$ cat src/rtl/elastic_pipe_if.sv
// Handshake bundle for elastic_pipe: upstream in_* and downstream out_* sides.
interface elastic_pipe_if #(
  parameter int WIDTH = 16
);
  logic             in_valid;
  logic             in_ready;
  logic [WIDTH-1:0] in_data;
  logic             out_valid;
  logic             out_ready;
  logic [WIDTH-1:0] out_data;

  // master drives the pipe (producer + consumer side); slave is the pipe itself
  modport master (
    output in_valid, in_data, out_ready,
    input  in_ready, out_valid, out_data
  );
  modport slave (
    input  in_valid, in_data, out_ready,
    output in_ready, out_valid, out_data
  );
endinterface

$ cat src/rtl/elastic_pipe.sv
// Multi-stage valid/ready pipeline register with bubble collapsing, flush and
// registered occupancy count. out_data comes straight from the last stage.
module elastic_pipe_stage #(
  parameter int WIDTH      = 16,
  parameter bit RESET_DATA = 1'b1
) (
  input  logic             clk,
  input  logic             rst,
  input  logic             flush,
  input  logic             adv,
  input  logic             v_in,
  input  logic [WIDTH-1:0] d_in,
  output logic             v,
  output logic [WIDTH-1:0] d
);
  always_ff @(posedge clk) begin
    if (rst || flush) begin
      v <= 1'b0;
      if (RESET_DATA) d <= '0;
    end else if (adv) begin
      v <= v_in;
      d <= d_in;
    end
  end
endmodule

module elastic_pipe #(
  parameter int WIDTH      = 16,
  parameter int DEPTH      = 2,
  parameter bit RESET_DATA = 1'b1,
  localparam int OW        = $clog2(DEPTH + 1)
) (
  input  logic          clk,
  input  logic          rst,
  input  logic          flush,
  output logic [OW-1:0] occupancy,
  elastic_pipe_if.slave bus
);
  logic [DEPTH-1:0]            v, adv, v_in;
  logic [DEPTH-1:0][WIDTH-1:0] d, d_in;
  logic                        in_xfer, out_xfer;

  // A stage may move whenever it is empty or everything downstream of it moves,
  // so bubbles are always overwritten.
  always_comb begin
    logic a;
    a = bus.out_ready;
    for (int i = DEPTH - 1; i >= 0; i--) begin
      a      = !v[i] | a;
      adv[i] = a;
    end
  end

  assign in_xfer  = bus.in_valid & adv[0];
  assign out_xfer = v[DEPTH-1] & bus.out_ready;

  assign v_in[0] = in_xfer;
  assign d_in[0] = bus.in_data;

  genvar g;
  generate
    for (g = 1; g < DEPTH; g++) begin : g_link
      assign v_in[g] = v[g-1];
      assign d_in[g] = d[g-1];
    end
    for (g = 0; g < DEPTH; g++) begin : g_stg
      elastic_pipe_stage #(.WIDTH(WIDTH), .RESET_DATA(RESET_DATA)) u_stg (
        .clk  (clk),
        .rst  (rst),
        .flush(flush),
        .adv  (adv[g]),
        .v_in (v_in[g]),
        .d_in (d_in[g]),
        .v    (v[g]),
        .d    (d[g])
      );
    end
  endgenerate

  assign bus.in_ready  = adv[0];
  assign bus.out_valid = v[DEPTH-1];
  assign bus.out_data  = d[DEPTH-1];

  always_ff @(posedge clk) begin
    if (rst || flush)             occupancy <= '0;
    else if (in_xfer && !out_xfer) occupancy <= occupancy + OW'(1);
    else if (!in_xfer && out_xfer) occupancy <= occupancy - OW'(1);
  end
endmodule

$ cat src/flat_wrapper.sv
// flat-port wrapper written by rule: the top's interface ports become plain ports
module elastic_pipe_flat 
#(
  parameter int WIDTH      = 16,
  parameter int DEPTH      = 2,
  parameter bit RESET_DATA = 1'b1,
  localparam int OW        = $clog2(DEPTH + 1)
)
  (clk, rst, flush, occupancy, bus_in_valid, bus_in_data, bus_out_ready, bus_in_ready, bus_out_valid, bus_out_data);
  elastic_pipe_if #(.WIDTH(WIDTH)) bus_i ();
  input  logic clk;
  input  logic rst;
  input  logic flush;
  output logic [OW-1:0] occupancy;
  input wire logic [$bits(bus_i.in_valid)-1:0] bus_in_valid;
  input wire logic [$bits(bus_i.in_data)-1:0] bus_in_data;
  input wire logic [$bits(bus_i.out_ready)-1:0] bus_out_ready;
  output wire logic [$bits(bus_i.in_ready)-1:0] bus_in_ready;
  output wire logic [$bits(bus_i.out_valid)-1:0] bus_out_valid;
  output wire logic [$bits(bus_i.out_data)-1:0] bus_out_data;
  assign bus_i.in_valid = bus_in_valid;
  assign bus_i.in_data = bus_in_data;
  assign bus_i.out_ready = bus_out_ready;
  assign bus_in_ready = bus_i.in_ready;
  assign bus_out_valid = bus_i.out_valid;
  assign bus_out_data = bus_i.out_data;
  elastic_pipe #(.WIDTH(WIDTH), .DEPTH(DEPTH), .RESET_DATA(RESET_DATA)) u_core (.clk(clk), .rst(rst), .flush(flush), .occupancy(occupancy), .bus(bus_i));
endmodule
$ cat config.mk
export PLATFORM = sky130hd
export DESIGN_NAME = elastic_pipe_flat
export DESIGN_NICKNAME = d
export VERILOG_FILES = /design/src/rtl/elastic_pipe_if.sv /design/src/rtl/elastic_pipe.sv /design/src/flat_wrapper.sv
export SDC_FILE = /design/constraint.sdc
export NUM_CORES = 1
export LEC_CHECK = 0
export ABC_AREA = 1
export BUFFER_PORTS_ARGS = -buffer_cell sky130_fd_sc_hd__buf_2
export CORE_ASPECT_RATIO = 2
export CORE_MARGIN = 4
export CORE_UTILIZATION = 45
export DETAILED_ROUTE_END_ITERATION = 8
export PLACE_DENSITY = 0.72
export REMOVE_ABC_BUFFERS = 1
export SYNTH_ARGS = -nofsm -noshare
export SYNTH_HDL_FRONTEND = slang
export SYNTH_HIERARCHICAL = 1
export SYNTH_SLANG_ARGS = --single-unit
$ cat constraint.sdc
create_clock -name clk -period 1.2 [get_ports clk]
set_input_delay 0.12 -clock clk [delete_from_list [all_inputs] [get_ports clk]]
set_output_delay 0.12 -clock clk [all_outputs]
set_load 0.02 [all_outputs]
==> impl_metrics.env <==
export IMPL_globalplace_congestion=0.734
export IMPL_crit_path_max_fanout=35
export IMPL_post_route_cells_drive_above_1_share_pct=23.2
export IMPL_timing_hold_worst_path_depth=5
export IMPL_route_detailed_drc=0
export IMPL_setup_worst_path_class="flop to primary output"
export IMPL_pre_cts_slack_ps=-71.7
export IMPL_layout_core_utilization_pct=56.6
export IMPL_worst_r2r_endpoint="u_core/occupancy[1]"
export IMPL_grt_first_pass_wirelength_um=5270
export IMPL_overflow=0
export IMPL_max_clock_path_buffers=2
export IMPL_synth_area_leaders="sky130_fd_sc_hd__dfxtp_1 46%, sky130_fd_sc_hd__nand2_1 18%, sky130_fd_sc_hd__nor2_1 17%, sky130_fd_sc_hd__inv_1 9.6%, sky130_fd_sc_hd__buf_4 2.9%"
export IMPL_worstPathRequired_ps=1080
export IMPL_route_vias_total=1387
export IMPL_ys_seq_area_share_pct=45.9
export IMPL_worstPathArrival_ps=1070
export IMPL_drtIter0Drc=18
export IMPL_post_synth_instance_area_mm2=0.00157
export IMPL_yosys_cell_types_count=13
export IMPL_status="finished, final reports clean"
export IMPL_buffer_ports_inserted=40
export IMPL_worst_hold_path_endpoint="u_core/g_stg[0].u_stg/d[15]"
export IMPL_worstMarginPinSlew_ps=440
export IMPL_number_of_buffers_created_by_cts=5
export IMPL_worst_skew_pair_late_latency_ps=280
export IMPL_power_density_mw_per_mm2=1170
export IMPL_synthMostInstantiatedCell="sky130_fd_sc_hd__nand2_1"
export IMPL_boundaryPins=41
export IMPL_flow_area_growth_from_synthesis_pct=21.6
export IMPL_synth_async_sr_flop_share_pct=0
export IMPL_number_of_synthesized_register_bits=36
export IMPL_max_freq_ghz=0.838
export IMPL_synth_fa_ha_area_share_pct=0.796
export IMPL_setup_reg_to_reg_worst_slack_ps=50
export IMPL_worstSetupStartpointType="flop"
export IMPL_cts_sinks=36
export IMPL_totalWireLength_um=2940
export IMPL_numPlacedInstances=305
export IMPL_yosys_warnings=6
export IMPL_clk_root_buffer_cell="sky130_fd_sc_hd__clkbuf_8"
export IMPL_route_detailed_vias_per_inst=4.45
export IMPL_switchingPower_w=0.000529
export IMPL_clk_pin_slew_worst_paths_ps=70
export IMPL_ant_nets=0
export IMPL_die_x_um=49.8
export IMPL_number_of_filler_cells_placed_in_the_layout=356
export IMPL_timing_critical_path_slowest_cell_delay_ps=350
export IMPL_leakagePower_nw=1.17
export IMPL_synth_xor_area_share_pct=0
export IMPL_vias_in_the_first_global_route=1325
export IMPL_rsz0062_at_grt="yes"
export IMPL_synth_edff_count=0
export IMPL_cts_tree="built"
export IMPL_p_int_w=0.00171
export IMPL_power_switching_fraction_pct=23.6
export IMPL_instances_no_fill=312
export IMPL_maximum_number_of_pins_on_one_net_before_global_route_repair=36
export IMPL_setup_tns_final_ps=0
export IMPL_synth_top_cells_by_count="75 x sky130_fd_sc_hd__nand2_1, 70 x sky130_fd_sc_hd__nor2_1, 40 x sky130_fd_sc_hd__inv_1"
export IMPL_comb_power_share_pct=9.5
export IMPL_min_path_type="primary input to flop"
export IMPL_slew_viol_final=0
export IMPL_finish_net_count=302
export IMPL_std_cell_rows=30
export IMPL_synth_largest_area_cell="sky130_fd_sc_hd__dfxtp_1"
export IMPL_syn_avg_cell_area_um2=6.58
export IMPL_max_cap_viol_count=0
export IMPL_max_slew_margin_pct=70.6
export IMPL_antenna_cells=0
export IMPL_final_period_minus_worst_setup_slack_ps=1190
export IMPL_antenna_found_initial=0
export IMPL_routed_wire_length_per_instance_um=9.43
export IMPL_synth_top_area_share_pct=45.9
export IMPL_final_setup_skew_ps=4.70
export IMPL_chipHeight_um=91.6
export IMPL_min_from="bus_in_data[15]"
export IMPL_grtUsageTotal_pct=14.8
export IMPL_fin_crit_sh_pct=99.5
export IMPL_worst_r2r_path_depth=9
export IMPL_synth_top_flop_cell="sky130_fd_sc_hd__dfxtp_1"
export IMPL_synth_area_mux_share_pct=0
export IMPL_setup_viol_count_final=0
export IMPL_drt_pass1_iterations=4
export IMPL_power_share_sequential_pct=55.9
export IMPL_report_final_hold_viol_count=0
export IMPL_fp_coreArea_mm2=0.00338
export IMPL_synth_simple_area_share_pct=37.4
export IMPL_post_cts_setup_buffer_count=0
export IMPL_cts_htree_levels=2
export IMPL_synth_cells=239
export IMPL_worst_r2r_startpoint="u_core/g_stg[0].u_stg/v"
export IMPL_floorplan_initialDensity_pct=46.5
export IMPL_worst_path_max_delay_cell="sky130_fd_sc_hd__dfxtp_2"
export IMPL_floorplan_die_area_mm2=0.00456
export IMPL_setup_ws_ps=6.39
export IMPL_clock_power_share_pct=34.6
export IMPL_cp_end_kind="primary output"
export IMPL_ir_worst_vdd_uv=906
export IMPL_place_hpwl_um=2060
export IMPL_combinational_family_with_the_most_area_after_synthesis="simple AND/OR/NAND/NOR gates"
export IMPL_synth_compound_area_share_pct=0.637
export IMPL_cell_chain_of_the_critical_path="nand3_4 > buf_12 > buf_4"
-- critical path, delay by kind of cell (launching register included) --
kind                   cells  cell delay [ps]
and+or+nand+nor            1               90
buffers and inverters      2              340
DFF                        1              350
-- logic make-up after synthesis --
logic type | count (synthesis)
buffers and inverters | 50
flip-flops | 36
AO/OA/AOI/OAI | 2
adder cells (fa/ha/maj) | 1
AND/OR/NAND/NOR | 150
-- cell usage in the layout, fill, tap and decap left out, drive strengths merged --
| cell type | count |
|---|---|
| a21oi | 1 |
| buf | 44 |
| clkbuf | 6 |
| clkinv | 1 |
| dfxtp | 36 |
| ha | 1 |
| inv | 40 |
| nand2 | 75 |
| nand3 | 2 |
| nor2 | 73 |
| o21ai | 1 |
-- power by group through the flow --
stage | clock network (W) | registers, W | logic (W)
3_3_place_gp | 0 | 0.00128 | 0.000196
5_1_grt | 0.000870 | 0.00126 | 0.000250
2_1_floorplan | 0 | 0.00130 | 0.000101
4_1_cts | 0.000806 | 0.00125 | 0.000203
6_report | 0.000777 | 0.00125 | 0.000214
3_5_place_dp | 0 | 0.00128 | 0.000201
-- worst max path at each step --
stage | from | endpoint | slack, ps | cells past startpoint
after global routing | u_core/g_stg[0].u_stg/v | u_core/occupancy[1] | -60 | 9
final | u_core/g_stg[0].u_stg/v | bus_in_ready | 6 | 3
after detailed placement | u_core/g_stg[1].u_stg/v | u_core/occupancy[1] | -70 | 8
after CTS | u_core/g_stg[0].u_stg/v | bus_in_ready | -40 | 3
after global placement | u_core/g_stg[1].u_stg/v | u_core/occupancy[1] | -7 | 8
after floorplan | u_core/g_stg[1].u_stg/v | u_core/occupancy[1] | -1040 | 8
-- timing repair --
action,4_1_cts,5_1_grt
endpoints found under the setup margin,3,3
pin swaps,5,3
hold buffers,0,0
resized for setup,6,14
cloned,0,0
-- final cells by class --
type / instances / area, um^2 / area share, %
sequential: 36 / 723 / 37.9
multi-input combinational: 153 / 656 / 34.3
timing repair buffer: 44 / 262 / 13.7
inverter: 40 / 153 / 7.99
clock buffer: 6 / 72.6 / 3.80
tap: 32 / 40.0 / 2.10
clock inverter: 1 / 5.00 / 0.262
-- sequential cells by signal, indices dropped and copies added, names as in the netlist --
register and flops:
u_core/g_stg.u_stg/d 32, u_core/g_stg.u_stg/v 2, u_core/occupancy 2
-- layer usage --
layer / GRT usage, % / routed length [um]
met1: 14.2 / 1150
met5: 0 / 0
met4: 6.93 / 68
met2: 27.7 / 1590
met3: 4.11 / 133
-- stage by stage --
step / power, W / hold slack, ps / instance area (um^2)
3_3_place_gp: 0.00147 / 407 / 1760
3_5_place_dp: 0.00148 / 417 / 1760
4_1_cts: 0.00226 / 123 / 1860
6_report: 0.00224 / 127 / 1910
5_1_grt: 0.00238 / 144 / 1910
2_1_floorplan: 0.00140 / 263 / 1480
No activity file was read; power rests on OpenSTA's default activity.
